`config.mk`:
```
export PLATFORM = sky130hd
export DESIGN_NAME = sent_frame_sched
export DESIGN_NICKNAME = d
export VERILOG_FILES = /design/src/rtl/sent_frame_sched.sv
export SDC_FILE = /design/constraint.sdc
export NUM_CORES = 1
export LEC_CHECK = 0
export BUFFER_PORTS_ARGS = -buffer_cell sky130_fd_sc_hd__buf_2
export CAP_MARGIN = 20
export CORE_MARGIN = 5
export CORE_UTILIZATION = 35
export CTS_CLUSTER_DIAMETER = 80
export CTS_CLUSTER_SIZE = 12
export DETAILED_ROUTE_END_ITERATION = 10
export HOLD_SLACK_MARGIN = 0.12
export PLACE_DENSITY_LB_ADDON = 0.15
export SLEW_MARGIN = 0
export SYNTH_ARGS = -nofsm -noshare
export SYNTH_HDL_FRONTEND = slang
export SYNTH_SLANG_ARGS = --single-unit
```
`constraint.sdc`:
```
create_clock -name clk -period 6.6 [get_ports clk]
set_input_delay 0.99 -clock clk [delete_from_list [all_inputs] [get_ports clk]]
set_output_delay 0.99 -clock clk [all_outputs]
set_load 0.02 [all_outputs]
```
`src/rtl/sent_frame_sched.sv`:
```
// rtl/sent_frame_sched.sv - round-robin per-channel SENT frame scheduler with one pending slot per channel
// Optional feature macro: SENT_REPEAT_EN (re-send last frame to idle channels with an empty FIFO)
module sent_frame_sched #(
    parameter int SENT_NUM = 4,
    parameter int CNT_W    = 16
) (
    input  logic                clk,
    input  logic                rst,
    input  logic                in_frame_vld,
    input  logic [7:0]          in_frame_channel,
    input  logic [31:0]         in_frame_data,
    input  logic [SENT_NUM-1:0] sent_fifo_full,
    input  logic [SENT_NUM-1:0] sent_fifo_empty,
    output logic [SENT_NUM-1:0] sent_frame_vld,
    output logic [31:0]         sent_frame_data,
    output logic [SENT_NUM-1:0] pending,
    output logic [CNT_W-1:0]    ovwr_cnt,
    output logic [CNT_W-1:0]    inval_cnt
);

    localparam int IDX_W = (SENT_NUM > 1) ? $clog2(SENT_NUM) : 1;
    localparam int CW    = IDX_W + 1;

    localparam logic [1:0] S_IDLE  = 2'd0;
    localparam logic [1:0] S_GRANT = 2'd1;
    localparam logic [1:0] S_WAIT  = 2'd2;

    logic [1:0]          state_q, state_d;
    logic [IDX_W-1:0]    ptr_q, ptr_d;
    logic [IDX_W-1:0]    grant_q, grant_d;
    logic [SENT_NUM-1:0] pending_q, pending_d;
    logic [SENT_NUM-1:0] vld_q, vld_d;
    logic [31:0]         data_q, data_d;
    logic [CNT_W-1:0]    ovwr_q, inval_q;
    logic [31:0]         slot_q [SENT_NUM];

    logic                wr_ok;
    logic                wr_inval;
    logic [IDX_W-1:0]    wr_idx;
    logic [SENT_NUM-1:0] wr_mask;
    logic [SENT_NUM-1:0] grant_oh;
    logic [SENT_NUM-1:0] disp_mask;
    logic                dispatching;
    logic                ovwr_inc;
    logic [SENT_NUM-1:0] elig_pend;
    logic [CW-1:0]       pick_pend;
    logic [CW-1:0]       pick;
    logic                pick_found;
    logic [IDX_W-1:0]    pick_idx;

    // Returns {found, index} of the first set mask bit scanning upward from ptr+1 with wrap.
    function automatic logic [CW-1:0] rr_pick(input logic [SENT_NUM-1:0] mask,
                                              input logic [IDX_W-1:0]    ptr);
        logic [CW-1:0] cand;
        logic [CW-1:0] res;
        res = '0;
        for (int k = SENT_NUM; k >= 1; k--) begin
            cand = {1'b0, ptr} + CW'(k);
            if (cand >= CW'(SENT_NUM)) begin
                cand = cand - CW'(SENT_NUM);
            end
            if (mask[cand[IDX_W-1:0]]) begin
                res = {1'b1, cand[IDX_W-1:0]};
            end
        end
        return res;
    endfunction

    assign wr_ok    = in_frame_vld && (in_frame_channel < 8'(SENT_NUM));
    assign wr_inval = in_frame_vld && !(in_frame_channel < 8'(SENT_NUM));
    assign wr_idx   = in_frame_channel[IDX_W-1:0];
    assign wr_mask  = wr_ok ? (SENT_NUM'(1) << wr_idx) : '0;

    assign grant_oh    = SENT_NUM'(1) << grant_q;
    assign dispatching = (state_q == S_GRANT);
    assign disp_mask   = dispatching ? grant_oh : '0;

    // A write landing on the slot being dispatched is a fresh frame, not an overwrite.
    assign ovwr_inc  = wr_ok && pending_q[wr_idx] && !(dispatching && (grant_q == wr_idx));
    assign pending_d = (pending_q & ~disp_mask) | wr_mask;

    assign elig_pend = pending_q & ~sent_fifo_full;
    assign pick_pend = rr_pick(elig_pend, ptr_q);

`ifdef SENT_REPEAT_EN
    logic [SENT_NUM-1:0] has_sent_q, has_sent_d;
    logic [SENT_NUM-1:0] elig_rep;
    logic [CW-1:0]       pick_rep;

    // With pending clear, slot_q still holds the last dispatched frame, so repeats reuse it.
    assign elig_rep   = ~pending_q & sent_fifo_empty & has_sent_q & ~sent_fifo_full;
    assign pick_rep   = rr_pick(elig_rep, ptr_q);
    assign pick       = pick_pend[CW-1] ? pick_pend : pick_rep;
    assign has_sent_d = has_sent_q | disp_mask;

    always_ff @(posedge clk or posedge rst) begin
        if (rst) begin
            has_sent_q <= '0;
        end else begin
            has_sent_q <= has_sent_d;
        end
    end
`else
    logic unused_empty;

    assign pick         = pick_pend;
    assign unused_empty = ^sent_fifo_empty;
`endif

    assign pick_found = pick[CW-1];
    assign pick_idx   = pick[IDX_W-1:0];

    always_comb begin
        state_d = state_q;
        ptr_d   = ptr_q;
        grant_d = grant_q;
        vld_d   = '0;
        data_d  = data_q;
        case (state_q)
            S_IDLE: begin
                if (pick_found) begin
                    grant_d = pick_idx;
                    vld_d   = SENT_NUM'(1) << pick_idx;
                    // Same-edge write to the chosen channel supersedes the stored frame.
                    if (wr_ok && (wr_idx == pick_idx)) begin
                        data_d = in_frame_data;
                    end else begin
                        data_d = slot_q[pick_idx];
                    end
                    state_d = S_GRANT;
                end
            end
            S_GRANT: begin
                ptr_d   = grant_q;
                state_d = S_WAIT;
            end
            S_WAIT: begin
                state_d = S_IDLE;
            end
            default: begin
                state_d = S_IDLE;
            end
        endcase
    end

    always_ff @(posedge clk or posedge rst) begin
        if (rst) begin
            state_q   <= S_IDLE;
            ptr_q     <= IDX_W'(SENT_NUM - 1);
            grant_q   <= '0;
            pending_q <= '0;
            vld_q     <= '0;
            data_q    <= '0;
        end else begin
            state_q   <= state_d;
            ptr_q     <= ptr_d;
            grant_q   <= grant_d;
            pending_q <= pending_d;
            vld_q     <= vld_d;
            data_q    <= data_d;
        end
    end

    always_ff @(posedge clk or posedge rst) begin
        if (rst) begin
            for (int i = 0; i < SENT_NUM; i++) begin
                slot_q[i] <= '0;
            end
        end else if (wr_ok) begin
            slot_q[wr_idx] <= in_frame_data;
        end
    end

    always_ff @(posedge clk or posedge rst) begin
        if (rst) begin
            ovwr_q  <= '0;
            inval_q <= '0;
        end else begin
            if (ovwr_inc && (ovwr_q != {CNT_W{1'b1}})) begin
                ovwr_q <= ovwr_q + CNT_W'(1);
            end
            if (wr_inval && (inval_q != {CNT_W{1'b1}})) begin
                inval_q <= inval_q + CNT_W'(1);
            end
        end
    end

    assign sent_frame_vld  = vld_q;
    assign sent_frame_data = data_q;
    assign pending         = pending_q;
    assign ovwr_cnt        = ovwr_q;
    assign inval_cnt       = inval_q;

endmodule

```
# == Yosys cells after proc, flatten, opt, wreduce, memory -nomap -nowiden ==
# Cells that the tools add are included.
# classes
add_sub_neg,10
n_lt_le_gt_ge,13
eq_ne,6
shift,3
muxes,31
bitwise_logic,7
reduce_logical,13
# ops
op,n
bitwise mux 128 bit,1
2-to-1 mux 32 bit,4
binary-select mux 32 bit (select 2 bit),1
demux 32 bit (select 2 bit),1
"adder 16 x 1 -> 16 bit, second input constant",2
"!= test 16 bit, second input constant",2
">= comparator 3 bit, second input constant",6
2-to-1 mux 4 bit,4
"less-than comparator 2 x 3 -> 1 bit, second input constant",5
2-to-1 mux 3 bit,4
"left shift 1 x 2 -> 4 bit, first input constant",3
binary-select mux 1 bit (select 2 bit),5
2-to-1 mux 2 bit,5
logical AND 1 bit,9
bitwise AND 4 bit,2
"less-than comparator 8 x 3 -> 1 bit, second input constant",1
inverter 4 bit,2
"subtractor 2 x 1 -> 2 bit, second input constant",4
"adder 2 x 2 -> 3 bit, second input constant",2
inverter 2 -> 3 bit,2
2-to-1 mux 1 bit,5
== test 2 bit,2
OR 4 bit,1
one-hot mux 2 bit (2 select lines),1
8 further kinds,9
# word_totals
ff_bits,206
output_inout_bits,72
elab_cells,95

# == Logic depth before layout (Yosys ltp) ==
# depth
ltp_word,14
depth_mapped,9
ltp_nobuf,7

# == Worst setup path after synthesis ==
# OpenSTA, ideal clock, no wires.
# synth_path
path_type,input to register
from,input port sent_fifo_full[1]
to,"register data_q[4], in the netlist sent_frame_data[4]"
t_arrival_ps,2562
path_slack_ps,3960
stages,9
n_path_buf,3
cell_sequence,nand2b_1 > buf_6 > o32a_4 > and3_1 > o221a_1 > buf_6 > buf_6 > a311o_1 > a21oi_1
# synth_between
elab_chain_cells,13
elab_cells_between_ends,22
# synth_rtl
element,line,text
"start, declared",12,"input logic [SENT_NUM-1:0] sent_fifo_full,"
inverter 4 bit (*),82,assign elig_pend = pending_q & ~sent_fifo_full;
bitwise AND 4 bit (*),82,
binary-select mux 1 bit (select 2 bit),62,if (mask[cand[IDX_W-1:0]]) begin
2-to-1 mux 1 bit (implied by the code),62,
2-to-1 mux 3 bit (3 in a row),62,
2-to-1 mux 3 bit (*),62,
inverter 2 -> 3 bit (implied by the code),128,data_d = slot_q[pick_idx];
binary-select mux 32 bit (select 2 bit),128,
2-to-1 mux 32 bit (implied by the code) (2 in a row),128,
2-to-1 mux 32 bit,125,if (wr_ok && (wr_idx == pick_idx)) begin
"end signal, assigned",160,data_q <= data_d;
"end, declared",33,"logic [31:0] data_q, data_d;"
# Mark *: on every way between the ends. The rest lies on a longest branch, timed or not. The select of a mux whose other input is x is not followed.
# A chain may end at the register's enable or synchronous reset.

# == Worst setup path in the final report ==
# layout_path
from,input port sent_fifo_full[2]
to,"register data_q[14], in the netlist sent_frame_data[14]"
# Same word-level chain as after synthesis.

==> key figures <==
Run status
  – Status: finished, final reports clean

Yosys
  – Count leader, synth: dfrtp_1
  – Post-synthesis cell type count: between 40 and 50
  – Share of the synthesized area in the top cell type: 0.540
  – Synth Area in Simple Gates: 0.117
  – Post-synth top cells: dfrtp_1, mux2_2, a21oi_1
  – Dominant synthesized flop cell: dfrtp_1
  – Seq cells post-synth: 206
  – Async S/R FF share, synth: 1.00
  – Yosys top cell by area: dfrtp_1
  – Post-synthesis sequential area ratio: 0.545
  – Mapped Area: 9460 µm²
  – Top cells by area, synth: dfrtp_1, mux2_2, a311o_1
  – EDFF count, synth: 0
  – Complex-gate fraction of the synthesized area: 0.113
  – Post-synthesis adder-cell area fraction: 0.00265
  – Combinational family with the most area after synthesis: multiplexers
  – Synth warn: 0
  – Synthesized instance count: 815
  – Mux share of post-synthesis cell area: 0.156
  – Xor-xnor portion of the synthesized cell area: 0.0296
  – Synthesized Nets: 868
  – Mapped Avg Cell Area: 11.6 µm²

Timing
  – RSZ-0062 raised after global routing: false
  – Tcrit/Tclk final: 0.557
  – Slew Viols, Final: 0
  – Max_slew headroom: 0.299
  – Fmax: 272 MHz
  – Final setup TNS: 0 ns
  – Hold Fails Final Rpt: 0
  – Final Setup Violations: 0
  – Minimum clock period: 3.67 ns
  – Clk_skew: between 0.02 and 0.025 ns
  – Least-Margin Pin Slew: between 1 and 1.5 ns

Floorplan
  – Die area: 30400 µm²
  – Initial Utilization: 0.353
  – IO Pins: ~120
  – Die Height: ~170 µm
  – DIE WIDTH: 174 µm
  – FP Rows: 60
  – Core area: around 27000 µm²

CTS
  – Clk slew on worst S/H paths: 0.06 ns
  – Hold_buf cts: 0
  – Clk root buf: clkbuf_16
  – Clk buf depth: 3
  – Depth of the CTS H-tree: 1
  – Setup bufs post-CTS: 0
  – CTS resizes: 0
  – TritonCTS clock tree: built
  – Skew-Pair Late Insertion Delay: 0.50 ns
  – Clock sink count: 206
  – Cts bufs inserted: 21

Worst setup path
  – Nature of the critical path startpoint: primary input
  – R2R setup slack: 3.17 ns
  – Crit path from: sent_fifo_full[2]
  – Reg2reg path depth: 7
  – CP Capture Type: register
  – Worst Path Required: approximately 7.0 ns
  – CP arrival: between 4 and 5 ns
  – Setup CP Type: in2reg
  – Crit path max fanout: 67
  – Worst R2R Start: pending[2]

Global route
  – GRT Util Overall: 0.157
  – Vias in the first global route: 6837
  – GRT Residual Overflow: 0
  – Global-route wire length before repair: about 40000 µm
  – Initial antenna violation count: 2
  – Largest net degree at the start of global routing: 68

Detailed routing
  – Detailed Route Iter0 Violations: just under 400
  – Via count: between 6000 and 7000
  – Via/cell ratio: 5.33
  – Total Wirelength: 24000 µm
  – Post-route ant nets: 0
  – Drt first pass iters: 4
  – WL/cell: 19.2 µm
  – # DRC: 0

Pwr
  – Pleak: ~5.2 nW
  – Power per cell area: 372 nW/µm²
  – Peak VDD IR: 0.235 mV

Layout
  – Nets: 957
  – Layout cells sized above 1: 0.326
  – Ant diodes: 0
  – Area delta synth->final: 14.7%
  – # fillers: 2628
  – Final instance area: 10800 µm²

Placed design
  – Post-DP Area: roughly 10000 µm²
  – Port Buffers: 118
  – Detail Placement HPWL: 13700 µm
  – Placer Congestion: around 0.75

Flow run
  – Max-Cap Viols: 0

Hold path
  – Hold Path Class: reg2reg
  – Hold depth: 1
  – Min-delay src: inval_cnt[13]
flip-flops by register name, summed over array words and instances, names as in the netlist:
register	count
state_q	2
ptr_q	2
ovwr_cnt	16
pending	4
sent_frame_data	32
sent_frame_vld	4
slot_q	128
inval_cnt	16
grant_q	2
placed cells by master, fill, tap and decap left out, types with 2 or more instances in the layout:
master,Yosys,layout
dfrtp_1,204,204
mux2_2,129,129
buf_2,28,118
a21oi_1,65,65
nand2_1,57,57
nand3_1,46,45
nor2_1,40,40
and3_1,41,40
a211oi_1,34,34
a311o_1,33,32
xnor2_1,22,22
clkbuf_16,0,21
buf_4,0,12
xor2_1,10,10
nand4_1,9,9
nor3_1,6,6
inv_1,7,6
clkbuf_1,29,6
and4_1,5,5
o21ai_0,4,4
nand2b_1,4,4
nor4_1,3,3
o221ai_1,2,2
nor2b_1,2,2
or3_1,2,2
o31ai_1,2,2
o22ai_1,2,2
and2b_1,2,2
ha_1,2,2
dfstp_2,2,2
cells by family after synthesis:
kind of cell	after synthesis
DFF	206
adders and majority gates	2
AOI/OAI and AO/OA	150
buffers and inverters	72
and+or+nand+nor	223
xor gates and xnor gates	32
muxes	130
final cells by class:
class | count | area (µm²) | share of cell area
sequential | 206 | 5160 | 0.475
tap | 341 | 427 | 0.0393
clock buffer | 27 | 548 | 0.0505
clock inverter | 2 | 20.0 | 0.00185
multi-input combinational | 537 | 3980 | 0.367
inverter | 8 | 33.8 | 0.00311
timing repair buffer | 130 | 681 | 0.0627
stage by stage:
stage          instances  worst slack, ns  hold slack [ns]  power (mW)   util
2_1_floorplan        815             2.94            0.472        2.57      -
4_1_cts             1251             2.89            0.494        4.11  0.405
5_1_grt             1251             2.70            0.510        4.30  0.405
6_report            1251             2.93            0.490        4.04  0.405
3_3_place_gp        1222             2.38            0.474        3.01  0.384
3_5_place_dp        1222             2.35            0.482        3.02  0.384
path summary, 6_finish.rpt:
path                                            end
min in group asynchronous              inval_cnt[7]
worst min register to register        inval_cnt[13]
worst min-delay path                  inval_cnt[13]
worst max-delay path            sent_frame_data[14]
worst max register to register  sent_frame_data[14]
max in group asynchronous                pending[0]
metal layers:
layer  GRT usage  share of wire  vias to the layer above
met5           0         0.0011                        -
met4      0.0346          0.017                        4
met3      0.0268          0.036                       28
met2       0.264           0.49                      111
met1       0.213           0.46                     3392
li1            -              -                     3138
worst max-delay path, stage by stage:
cell,delay (ns)
buf_2,0.09
and2b_1,0.33
o32a_4,0.75
and3_1,0.27
o221a_2,0.90
buf_4,0.44
a21oi_1,0.11
a21oi_1,0.19
power breakdown:
group	total (mW)	leakage (nW)	internal, mW	switching [mW]
clock	1.06	0.276	0.581	0.480
combinational	1.37	2.22	0.486	0.884
sequential	1.60	2.74	1.47	0.135
total	4.04	5.24	2.54	1.50
Power figures use the tool's default switching activity.
